==> src/rtl/lut_neuron_pkg.sv <==
// Shared types for the runtime-loadable LUT neuron array.
// Latency: n/a (types and constants only).
// Backpressure: n/a.
package lut_neuron_pkg;

  // Control FSM of the array: stream evaluation, output drain, table load.
  typedef enum logic [1:0] {
    RUN   = 2'd0,
    DRAIN = 2'd1,
    LOAD  = 2'd2
  } state_e;

  // Width of the accepted-write counter on the config port.
  localparam int CFG_CNT_W = 16;

endpackage

==> src/rtl/lut_neuron_table.sv <==
// One neuron truth table: 2**IN_BITS entries of OUT_BITS, sync write, async read.
// Latency: read is combinational; a write is visible the cycle after its edge.
// Backpressure: none; the owner gates wr_en.
// Ports: clk/rst_n, wr_en/wr_addr/wr_data write port, rd_addr -> rd_data read port.
module lut_neuron_table
  import lut_neuron_pkg::*;
#(
  parameter int IN_BITS  = 6,
  parameter int OUT_BITS = 1
) (
  input  logic                clk,
  input  logic                rst_n,
  input  logic                wr_en,
  input  logic [IN_BITS-1:0]  wr_addr,
  input  logic [OUT_BITS-1:0] wr_data,
  input  logic [IN_BITS-1:0]  rd_addr,
  output logic [OUT_BITS-1:0] rd_data
);

  localparam int DEPTH = 1 << IN_BITS;

  logic [DEPTH-1:0][OUT_BITS-1:0] mem_q;
  logic [DEPTH-1:0][OUT_BITS-1:0] mem_d;

  always_comb begin
    mem_d = mem_q;
    if (wr_en) begin
      mem_d[wr_addr] = wr_data;
    end
  end

  // Tables clear on reset so a reset mid-load never leaves a half-written table.
  always_ff @(posedge clk or negedge rst_n) begin
    if (!rst_n) begin
      mem_q <= '0;
    end else begin
      mem_q <= mem_d;
    end
  end

  assign rd_data = mem_q[rd_addr];

endmodule

==> src/rtl/lut_neuron_array.sv <==
// Array of N_NEURONS runtime-loadable truth tables evaluated in parallel on a stream.
// Latency: one registered stage; output appears the cycle after input acceptance.
// Backpressure: in_ready = RUN && (!out_valid || out_ready); output held while stalled.
// Ports: in_* input stream, out_* output stream, cfg_* table-load handshake
//        (cfg_start enters load via drain, cfg_done leaves, cfg_err flags bad neuron id).
module lut_neuron_array
  import lut_neuron_pkg::*;
#(
  parameter int N_NEURONS = 4,
  parameter int IN_BITS   = 6,
  parameter int OUT_BITS  = 1,
  parameter int NID_W     = (N_NEURONS > 1) ? $clog2(N_NEURONS) : 1
) (
  input  logic                          clk,
  input  logic                          rst_n,
  input  logic                          in_valid,
  output logic                          in_ready,
  input  logic [N_NEURONS*IN_BITS-1:0]  in_data,
  output logic                          out_valid,
  input  logic                          out_ready,
  output logic [N_NEURONS*OUT_BITS-1:0] out_data,
  input  logic                          cfg_start,
  output logic                          cfg_ready,
  input  logic                          cfg_we,
  input  logic [NID_W-1:0]              cfg_nid,
  input  logic [IN_BITS-1:0]            cfg_addr,
  input  logic [OUT_BITS-1:0]           cfg_wdata,
  input  logic                          cfg_done,
  output logic                          cfg_err,
  output logic [CFG_CNT_W-1:0]          cfg_count
);

  // N_NEURONS always fits in NID_W+1 bits, so this compare never truncates.
  localparam logic [NID_W:0]         NID_LIM = (NID_W+1)'(N_NEURONS);
  localparam logic [CFG_CNT_W-1:0]   CNT_ONE = CFG_CNT_W'(1);

  state_e                        state_q, state_d;
  logic                          out_valid_q, out_valid_d;
  logic [N_NEURONS*OUT_BITS-1:0] out_data_q, out_data_d;
  logic                          cfg_err_q, cfg_err_d;
  logic [CFG_CNT_W-1:0]          cfg_count_q, cfg_count_d;

  logic [N_NEURONS*OUT_BITS-1:0] lookup;
  logic [N_NEURONS-1:0]          tbl_we;
  logic                          accept;
  logic                          cfg_wr;
  logic                          nid_ok;

  assign in_ready = (state_q == RUN) && (!out_valid_q || out_ready);
  assign accept   = in_valid && in_ready;
  assign nid_ok   = ({1'b0, cfg_nid} < NID_LIM);
  assign cfg_wr   = (state_q == LOAD) && cfg_we;

  for (genvar k = 0; k < N_NEURONS; k++) begin : g_neuron
    assign tbl_we[k] = cfg_wr && (cfg_nid == NID_W'(k));

    lut_neuron_table #(
      .IN_BITS  (IN_BITS),
      .OUT_BITS (OUT_BITS)
    ) u_table (
      .clk     (clk),
      .rst_n   (rst_n),
      .wr_en   (tbl_we[k]),
      .wr_addr (cfg_addr),
      .wr_data (cfg_wdata),
      .rd_addr (in_data[k*IN_BITS +: IN_BITS]),
      .rd_data (lookup[k*OUT_BITS +: OUT_BITS])
    );
  end

  always_comb begin
    state_d     = state_q;
    out_valid_d = out_valid_q;
    out_data_d  = out_data_q;
    cfg_err_d   = 1'b0;
    cfg_count_d = cfg_count_q;

    // Output register: load on accept, otherwise retire on downstream handshake.
    if (accept) begin
      out_valid_d = 1'b1;
      out_data_d  = lookup;
    end else if (out_valid_q && out_ready) begin
      out_valid_d = 1'b0;
    end

    case (state_q)
      RUN: begin
        if (cfg_start) begin
          state_d = DRAIN;
        end
      end
      DRAIN: begin
        // Enter LOAD as soon as the output register will be empty next cycle.
        if (!out_valid_d) begin
          state_d     = LOAD;
          cfg_count_d = '0;
        end
      end
      LOAD: begin
        if (cfg_we) begin
          if (nid_ok) begin
            if (cfg_count_q != '1) begin
              cfg_count_d = cfg_count_q + CNT_ONE;
            end
          end else begin
            cfg_err_d = 1'b1;
          end
        end
        if (cfg_done) begin
          state_d = RUN;
        end
      end
      default: begin
        state_d = RUN;
      end
    endcase
  end

  always_ff @(posedge clk or negedge rst_n) begin
    if (!rst_n) begin
      state_q     <= RUN;
      out_valid_q <= 1'b0;
      out_data_q  <= '0;
      cfg_err_q   <= 1'b0;
      cfg_count_q <= '0;
    end else begin
      state_q     <= state_d;
      out_valid_q <= out_valid_d;
      out_data_q  <= out_data_d;
      cfg_err_q   <= cfg_err_d;
      cfg_count_q <= cfg_count_d;
    end
  end

  assign out_valid = out_valid_q;
  assign out_data  = out_data_q;
  assign cfg_ready = (state_q == LOAD);
  assign cfg_err   = cfg_err_q;
  assign cfg_count = cfg_count_q;

endmodule

==> config.mk <==
export PLATFORM = sky130hd
export DESIGN_NAME = lut_neuron_array
export DESIGN_NICKNAME = d
export VERILOG_FILES = /design/src/rtl/lut_neuron_pkg.sv /design/src/rtl/lut_neuron_table.sv /design/src/rtl/lut_neuron_array.sv
export SDC_FILE = /design/constraint.sdc
export NUM_CORES = 1
export LEC_CHECK = 0
export BUFFER_PORTS_ARGS = -buffer_cell sky130_fd_sc_hd__buf_2
export CAP_MARGIN = 5
export CORE_MARGIN = 2
export CORE_UTILIZATION = 45
export DETAILED_ROUTE_END_ITERATION = 8
export PLACE_DENSITY = 0.62
export SLEW_MARGIN = 30
export SYNTH_ARGS = -nofsm -noshare
export SYNTH_HDL_FRONTEND = slang
export SYNTH_SLANG_ARGS = --single-unit
==> constraint.sdc <==
create_clock -name clk -period 4.23 [get_ports clk]
set_clock_uncertainty 0.1 [all_clocks]
set_input_delay 0.2115 -clock clk [delete_from_list [all_inputs] [get_ports clk]]
set_output_delay 0.2115 -clock clk [all_outputs]
set_load 0.02 [all_outputs]
==> results of run 1 <==
-- power groups by stage --
stage	sequential, mW	clock [mW]	combinational (mW)
2_1_floorplan	2.90	0	0.415
3_3_place_gp	2.88	0	0.686
3_5_place_dp	2.88	0	0.693
4_1_cts	2.84	2.82	0.730
5_1_grt	2.85	2.94	0.791
6_report	2.84	2.77	0.726
-- flip-flops by register name, indices dropped and copies added (netlist names) --
signal                  count
out_valid                   1
cfg_count                  16
g_neuron.u_table.mem_q    256
state_q                     2
out_data                    4
-- metrics by stage --
| step | cell area (µm²) | worst slack, ns | hold slack, ns | cells |
|---|---|---|---|---|
| floorplan | 14720 | 2.219 | -0.1841 | 1278 |
| global placement | 15160 | 1.853 | 0.2306 | 1700 |
| detailed placement | 15160 | 1.826 | 0.2275 | 1700 |
| CTS | 16340 | 1.776 | 0.05796 | 1769 |
| global route | 16350 | 1.586 | 0.1059 | 1770 |
| finish | 16350 | 1.738 | 0.06483 | 1771 |
-- cells by family (layout without fill, tap and decap cells) --
family	after synthesis	after routing	share of synthesized area, %
AND/OR/NAND/NOR	475	475	15.32
multiplexers	347	347	29.19
flip-flops	279	279	47.44
buffers and inverters	94	143	3.733
AO/OA/AOI/OAI	70	70	3.546
XOR/XNOR	11	11	0.6547
adder cells (fa/ha/maj)	1	1	0.08501
other	1	3	0.02548
-- what timing repair did --
| item | 4_1_cts | 5_1_grt |
|---|---|---|
| hold buffers | 13 | 0 |
| endpoints found under the hold margin | 108 | 0 |
| endpoints found under the setup margin | 0 | 0 |
-- synthesized netlist by cell type (all sizes together) (7+ instances only) --
master	instances
a211oi	20
a21oi	7
a22oi	8
a31oi	12
and3	14
buf	62
clkbuf	31
dfrtp	279
mux2	257
mux2i	50
mux4	40
nand2	124
nand3	10
nand3b	8
nand4	7
nor2	252
nor2b	22
nor3b	9
o2111ai	11
xor2	11
-- worst max-delay path: cells and delay by family (launching register included) --
family,cells,cell delay (ns)
and+or+nand+nor,3,0.89
buffers and inverters,1,0.60
AOI/OAI and AO/OA,1,0.45
DFF,1,0.37
-- final timing paths --
path                                                     from                       endpoint  slack, ns  cells past startpoint
worst max-delay path                                out_valid                    out_data[3]       1.74                      5
worst min register to register  g_neuron[2].u_table.mem_q[48]  g_neuron[2].u_table.mem_q[48]       0.38                      1
worst min-delay path                                   cfg_we                  cfg_count[14]       0.06                      5
worst max register to register                      out_valid                    out_data[3]       1.74                      5
max in group asynchronous                               rst_n   g_neuron[3].u_table.mem_q[7]       2.75                      3
min in group asynchronous                               rst_n  g_neuron[0].u_table.mem_q[21]       0.20                      2
-- routing by layer --
layer / share of wire [%] / track usage (%) / routed length (µm)
met5: 0.016 / 0 / 7
met4: 3.5 / 8.952 / 1482
met3: 7.6 / 4.817 / 3228
met2: 44 / 38.19 / 18850
met1: 45 / 37.66 / 19120
-- final cells by class --
type	instances	area (µm²)	share of cell area, %
multi-input combinational	905	7206	44.06
sequential	279	6982	42.69
clock buffer	43	900.9	5.509
timing repair buffer	86	554.3	3.389
tap	442	553.0	3.382
clock inverter	13	148.9	0.9105
antenna	2	5.005	0.03060
inverter	1	3.754	0.02295
==> impl_metrics.ini, run 1 <==
[clock_network]
clk_pin_slew_ns = 0.06
numClockSinks = 279
clk-insertion-delay-late_ns = 0.56
cts_tree = yes
ctsResizeCount = 0
cts_max_path_buffers = 3
cts-htree-levels = 1
cts_buffers = 31
post_cts_buffers = 0
cts-root-buf = clkbuf_16

[finish]
fin_nets = 1345
final_cell_mix = dfrtp_1 (279), nor2_1 (183), mux2_2 (171), nand2_1 (123), mux2_1 (86)
utilization_pct = 50.52
drive_above_1_share_pct = 31.73
fillers = 2949
syn2layout_area_growth_pct = 11.13
final_common_cell = dfrtp_1

[power]
power.switching_mw = 1.653
leakage_nw = 7.435
comb_power_share_pct = 11.5
power_mw = 6.335
p_sw_share_pct = 26.10
clockPowerShare_pct = 43.7
ir_drop_mv = 0.3044
seqPwrFrac_pct = 44.8
power.density_nw_per_um2 = 387.4
intPower_mw = 4.682

[synthesis]
yosys-top-cells-area = dfrtp_1 (47%), mux2_2 (13%), mux2_1 (6.6%)
synth_edf_count = 0
ys_seq_area_share_pct = 47.44
synth.largest_area_cell = dfrtp_1
synth_nets = 1319
synthCells = 1278
yosys_warnings = 0
syn_area_per_cell_um2 = 11.51
ys_types = 44
synth_top_area_share_pct = 47.44
syn_area_um2 = 14720
synth-main-ff-cell = dfrtp_1
async_flop_share_pct = 100.0
ys_seq_elements = 279

[detailed_routing]
wl_um = 42690
routedWlPerCell_um = 24.10
via_per_inst = 5.727
drtPass1Iterations = 6
drt-initial-drc-count = 988
antenna_left = 0
drc = 0
vias = 10142

[worst_setup_path]
critPathKind = reg2reg
crit_path_start_kind = register
arrival_ns = 2.88
critical_path.cell_chain = nor2b_1 -> nor3_1 -> nand2_1 -> o311ai_1 -> dlygate4sd3_1
cp-end-kind = register
max_stage_delay_ns = 0.60
critPathSlowestCell = dlygate4sd3_1
worst-path-max-fanout = 9
crit_required_ns = 4.62

[run]
cap_viol_max_count = 0

[timing]
slew_headroom_pct = 37.97
clock.fmax_mhz = 401.3
finalSetupViolCount = 0
fin_tns_setup_ns = 0
worst-slew-pin-transition_ns = 0.9270
maxSlewViolCount = 0
layout_min_cycle_time_ns = 2.492
finalCritPeriodShare_pct = 58.91
rsz0062_at_grt = no
hold_viol = 0

[outcome]
status = completed

[floorplanning]
io_pins = 64
dieArea_um2 = 34160
start_util_pct = 45.46
core_um2 = 32370
num_rows = 66
dieWidth_um = 184.8
die_h_um = 184.8

[global_routing]
globalRouteTotalUtil_pct = 25.67
grt_pass1_wl_um = 64130
overflow = 0
grt_max_degree = 146
antenna_found_initial = 3
grt_pass1_vias = 10031

[placement]
post-dp-hpwl_um = 26670
globalplace.congestion = 0.9333
port-buffer-count = 62

[hold_path]
hp-class = in2reg
No activity file was read; power rests on OpenSTA's default activity.
==> inputs of run 2 (changes only) <==
==> constraint.sdc (replaced) <==
create_clock -name clk -period 2.5 [get_ports clk]
set_clock_uncertainty 0.1 [all_clocks]
set_input_delay 0.125 -clock clk [delete_from_list [all_inputs] [get_ports clk]]
set_output_delay 0.125 -clock clk [all_outputs]
set_load 0.02 [all_outputs]
==> run 2 against run 1 <==
  * The run now ends with negative hold slack left
  * First-iteration DRC count fell by 9.4%
  * Non-clock buffer count rose by 30
  * Fmax rose by 3.4%
  * Via count rose by 1.6%
  * Design area rose by 2.7%
  * Critical endpoint unchanged
  * Die area did not move
  * Core utilization rose by 1.4 points
  * Sequential share of layout area fell by 1.1 points
  * Highest routed layer unchanged
  * Critical path depth rose by 2
  * Setup slack got worse by 1.6 ns
  * Worst hold slack got worse by 0.081 ns
  * Final cell count rose by 1.7%
==> impl_metrics.ini, run 2 (synthesized netlist as in run 1, its figures left out) <==
[detailed_routing]
wl_um = 41930
antenna_left = 0
routedWlPerCell_um = 23.28
drtPass1Iterations = 6
via_per_inst = 5.721
drt-initial-drc-count = 895
drc = 0
vias = 10304

[global_routing]
met2_usage_pct = 38.40
globalRouteTotalUtil_pct = 25.12
use_met3_pct = 4.699
grt_busiest_layer = met2
grt_pass1_vias = 10307
grt_pass1_wl_um = 64110
overflow = 0
grtUsageMet1_pct = 35.93
antenna_found_initial = 4
grt_max_degree = 92

[timing]
worst-slew-pin-transition_ns = 0.8953
layout_min_cycle_time_ns = 2.410
slew_headroom_pct = 40.32
finalSetupViolCount = 0
finalCritPeriodShare_pct = 96.40
maxSlewViolCount = 0
hold_viol = 13
rsz0062_at_grt = no
clock.fmax_mhz = 414.9
fin_tns_setup_ns = 0
timing.hold.ws_ns = -0.01663

[placement]
port-buffer-count = 62
globalplace.congestion = 0.9613
post-dp-hpwl_um = 27850

[worst_setup_path]
cp-end-kind = register
crit_path_start_kind = register
arrival_ns = 2.76
crit_required_ns = 2.85
worst-path-max-fanout = 2
critPathKind = reg2reg

[clock_network]
cts_max_path_buffers = 3
cts_tree = yes
cts-root-buf = clkbuf_16
clk_pin_slew_ns = 0.06
cts_buffers = 31
cts-htree-levels = 1
numClockSinks = 279
clk-insertion-delay-late_ns = 0.57

[power]
ir_drop_mv = 0.7296
power.density_nw_per_um2 = 667.0
power_mw = 11.20
leakage_nw = 7.683

[outcome]
status = finished with violations
violations = negative hold slack

[finish]
syn2layout_area_growth_pct = 14.13
drive_above_1_share_pct = 33.36
fin_nets = 1375
fillers = 2899
final_common_cell = dfrtp_1
multi_input_area_um2 = 7202
largest_register = g_neuron.u_table.mem_q
utilization_pct = 51.88
final_cell_mix = dfrtp_1 (279), nor2_1 (184), mux2_2 (171), nand2_1 (122), mux2_1 (86)
final-seq-area_um2 = 6982
largest_reg_flops = 256

[floorplanning]
start_util_pct = 45.46
dieArea_um2 = 34160
die_h_um = 184.8
io_pins = 64
core_um2 = 32370
num_rows = 66
dieWidth_um = 184.8

[run]
cap_viol_max_count = 0

[hold_path]
hp-class = in2async
## run 2: cell types whose count changed in the layout (fill, tap and decap cells not counted), moves of 2 or more
cell | previous run | this run
nand2_2 | 0 | 2
buf_4 | 10 | 29
bufinv_16 | 3 | 7
buf_12 | 1 | 11
clkinvlp_4 | 2 | 0
## run 2: path summary, 6_finish.rpt
kind	start	endpoint	slack (ns)	depth (start not counted)
worst max-delay path	g_neuron[3].u_table.mem_q[24]	out_data[3]	0.09	7
worst min-delay path	rst_n	g_neuron[0].u_table.mem_q[19]	-0.02	2
worst max register to register	g_neuron[3].u_table.mem_q[24]	out_data[3]	0.09	7
worst min register to register	g_neuron[0].u_table.mem_q[50]	g_neuron[0].u_table.mem_q[50]	0.38	1
max in group asynchronous	rst_n	g_neuron[0].u_table.mem_q[11]	1.56	3
min in group clk	cfg_we	cfg_count[14]	0.02	5
## run 2: cell type report
type | instances | share of cell area (%)
tap | 442 | 3.293
antenna | 1 | 0.01490
timing repair buffer | 116 | 5.386
clock buffer | 42 | 5.342
inverter | 1 | 0.02235
clock inverter | 15 | 1.490
multi-input combinational | 905 | 42.88
sequential | 279 | 41.57
## run 2: where the power goes
part / switching, mW / internal, mW
clock network: 1.91 / 3.21
registers: 0.106 / 4.68
logic: 0.824 / 0.464
## run 2: per-stage QoR
stage / cells / setup WS, ns / hold WS, ns / instance area [µm²]
floorplan: 1278 / 0.4891 / -0.2706 / 14720
global placement: 1729 / 0.3342 / -0.006754 / 15500
detailed placement: 1729 / 0.2874 / -0.007499 / 15500
CTS: 1799 / 0.05289 / 0.001348 / 16780
global route: 1800 / 0.003458 / 0.02994 / 16790
finish: 1801 / 0.08988 / -0.01663 / 16790
## run 2: routing by layer
layer / up-vias / routed length (µm)
li1: 4592 / -
met1: 5262 / 18920
met2: 339 / 18630
met3: 103 / 2644
met4: 8 / 1655
met5: - / 81
## run 2: worst max-delay path: stages (launching register included)
cell,delay [ns]
dfrtp_1,0.38
mux4_2,0.46
nor2b_1,0.15
a211oi_2,0.20
a21oi_1,0.07
o2111ai_1,0.21
o311ai_1,0.13
dlygate4sd3_1,0.58
## run 2: timing repair
action	in CTS	in global routing
endpoints found under the setup margin	0	3
hold buffers	13	1
setup buffers	0	0
hold endpoints to repair	286	1
gates resized for setup	0	2
==> inputs of run 3 (changes only) <==
--- a/config.mk
+++ b/config.mk
@@ -10,6 +10,7 @@
 export CORE_MARGIN = 2
 export CORE_UTILIZATION = 45
 export DETAILED_ROUTE_END_ITERATION = 8
+export GPL_TIMING_DRIVEN = 0
 export PLACE_DENSITY = 0.62
 export SLEW_MARGIN = 30
 export SYNTH_ARGS = -nofsm -noshare
==> run 3 against run 2 <==
  * The run now ends clean
  * Register-to-register slack about the same
  * Worst hold slack improved by 0.039 ns
  * Fmax shrank 0.51%
  * Design area is 0.13% lower
  * Critical endpoint is now g_neuron[0].u_table.mem_q[54]
  * Highest routed layer is now met4
==> impl_metrics.ini, run 3 (synthesized netlist as in run 1, its figures left out) <==
[timing]
layout_min_cycle_time_ns = 2.423
maxSlewViolCount = 0
timing.hold.ws_ns = 0.02266
finalCritPeriodShare_pct = 96.90
slew_headroom_pct = 32.11
worst-slew-pin-transition_ns = 1.015
fin_tns_setup_ns = 0
finalSetupViolCount = 0
rsz0062_at_grt = no
clock.fmax_mhz = 412.8
hold_viol = 0

[clock_network]
cts-htree-levels = 1
cts_max_path_buffers = 3
clk_pin_slew_ns = 0.06
clk-insertion-delay-late_ns = 0.57
post_cts_buffers = 0
numClockSinks = 279
cts_buffers = 31
cts-root-buf = clkbuf_16
cts_tree = yes

[finish]
final_cell_area_um2 = 16770
final_common_cell = dfrtp_1
final_cell_mix = dfrtp_1 (279), nor2_1 (184), mux2_2 (171), nand2_1 (124), mux2_1 (86)
syn2layout_area_growth_pct = 13.98
largest_reg_flops = 256
fillers = 2931
drive_above_1_share_pct = 31.86
fin_nets = 1420
diodes = 0
largest_register = g_neuron.u_table.mem_q

[worst_setup_path]
crit_required_ns = 2.84
crit_path_start_kind = register
r2r_slack_ns = 0.08
rr_startpoint = state_q[0]
critPathSlowestCell = nor3_1
reg2reg_to = g_neuron[0].u_table.mem_q[54]
max_stage_delay_ns = 0.60
reg2reg_depth = 6
crit_path_end = g_neuron[0].u_table.mem_q[54]
critPathLaunch = state_q[0]
arrival_ns = 2.76
critPathKind = reg2reg
crit_path_frequent_cell = nand2_1
cp-end-kind = register
worst-path-max-fanout = 10
critical_path.cell_chain = nor2b_4 -> nand2_1 -> nor3_1 -> buf_2 -> nand2_1 -> mux2_2

[floorplanning]
dieWidth_um = 184.8
io_pins = 64
core_um2 = 32370
die_h_um = 184.8
start_util_pct = 45.46
dieArea_um2 = 34160
num_rows = 66

[global_routing]
grt_busiest_layer = met2
met2_usage_pct = 45.77
grtUsageMet1_pct = 36.53
overflow = 0
grt_pass1_vias = 10649
antenna_found_initial = 0
grt_max_degree = 81
grt_pass1_wl_um = 68660
use_met3_pct = 5.545
globalRouteTotalUtil_pct = 27.71

[detailed_routing]
via_per_inst = 5.718
drc = 0
wl_um = 46240
drtPass1Iterations = 6
routedWlPerCell_um = 25.10
vias = 10533
antenna_left = 0
drt-initial-drc-count = 782

[placement]
place_area_um2 = 15590
globalplace.congestion = 0.9837
post-dp-hpwl_um = 32000
port-buffer-count = 46

[hold_path]
hp-class = in2reg
hold_path.startpoint = in_data[11]

[power]
power.density_nw_per_um2 = 631.3
ir_drop_mv = 0.5919
leakage_nw = 7.630

[outcome]
status = completed

[run]
cap_viol_max_count = 0
run 3: repair_timing:
item / 4_1_cts / 5_1_grt
endpoints found under the setup margin: 0 / 1
endpoints found under the hold margin: 289 / 0
gates resized for setup: 0 / 0
hold buffers: 19 / 0
run 3: area by class of cell:
| type | count | area (µm²) | share of cell area [%] |
|---|---|---|---|
| Buffer | 93 | 545.5 | 3.253 |
| Clock buffer | 46 | 892.1 | 5.319 |
| Clock inverter | 8 | 93.84 | 0.5595 |
| Inverter | 1 | 3.754 | 0.02238 |
| Multi-Input combinational cell | 905 | 7189 | 42.86 |
| Sequential cell | 279 | 6982 | 41.63 |
| Tap cell | 442 | 553.0 | 3.297 |
| Timing Repair Buffer | 68 | 513.0 | 3.059 |
run 3: layer usage:
layer | up-vias | part of all wire [%]
li1 | 4675 | -
met2 | 353 | 47
met4 | 0 | 4.0
met1 | 5415 | 41
met5 | - | 0
met3 | 90 | 7.1
run 3: worst max-delay path, delay by kind of cell (launching register included):
kind	cells	cell delay, ns
simple gates	4	1.08
mux	1	0.31
flops	1	0.44
buf+inv	1	0.36
run 3: through the flow:
stage	util, %	setup WS [ns]	instances	power [mW]
3_5_place_dp	48.16	0.03884	1769	6.146
2_1_floorplan	-	0.4891	1278	5.614
5_1_grt	51.81	0.01543	1842	10.99
3_3_place_gp	47.88	-4.210	1766	6.110
6_report	51.81	0.07742	1842	10.59
4_1_cts	51.80	0.08454	1842	10.66
run 3: how the worst min path moves through the flow:
stage | end | cells after the start
finish | out_data[1] | 4
global route | out_data[1] | 4
CTS | out_data[1] | 4
detailed placement | g_neuron[0].u_table.mem_q[18] | 1
global placement | out_data[2] | 2
floorplan | cfg_count[0] | 0
run 3: power by group:
part	internal (mW)	leakage, nW	switching [mW]	total (mW)
logic	0.450	3.26	0.850	1.30
clock network	2.65	0.488	1.85	4.49
registers	4.69	3.88	0.109	4.79
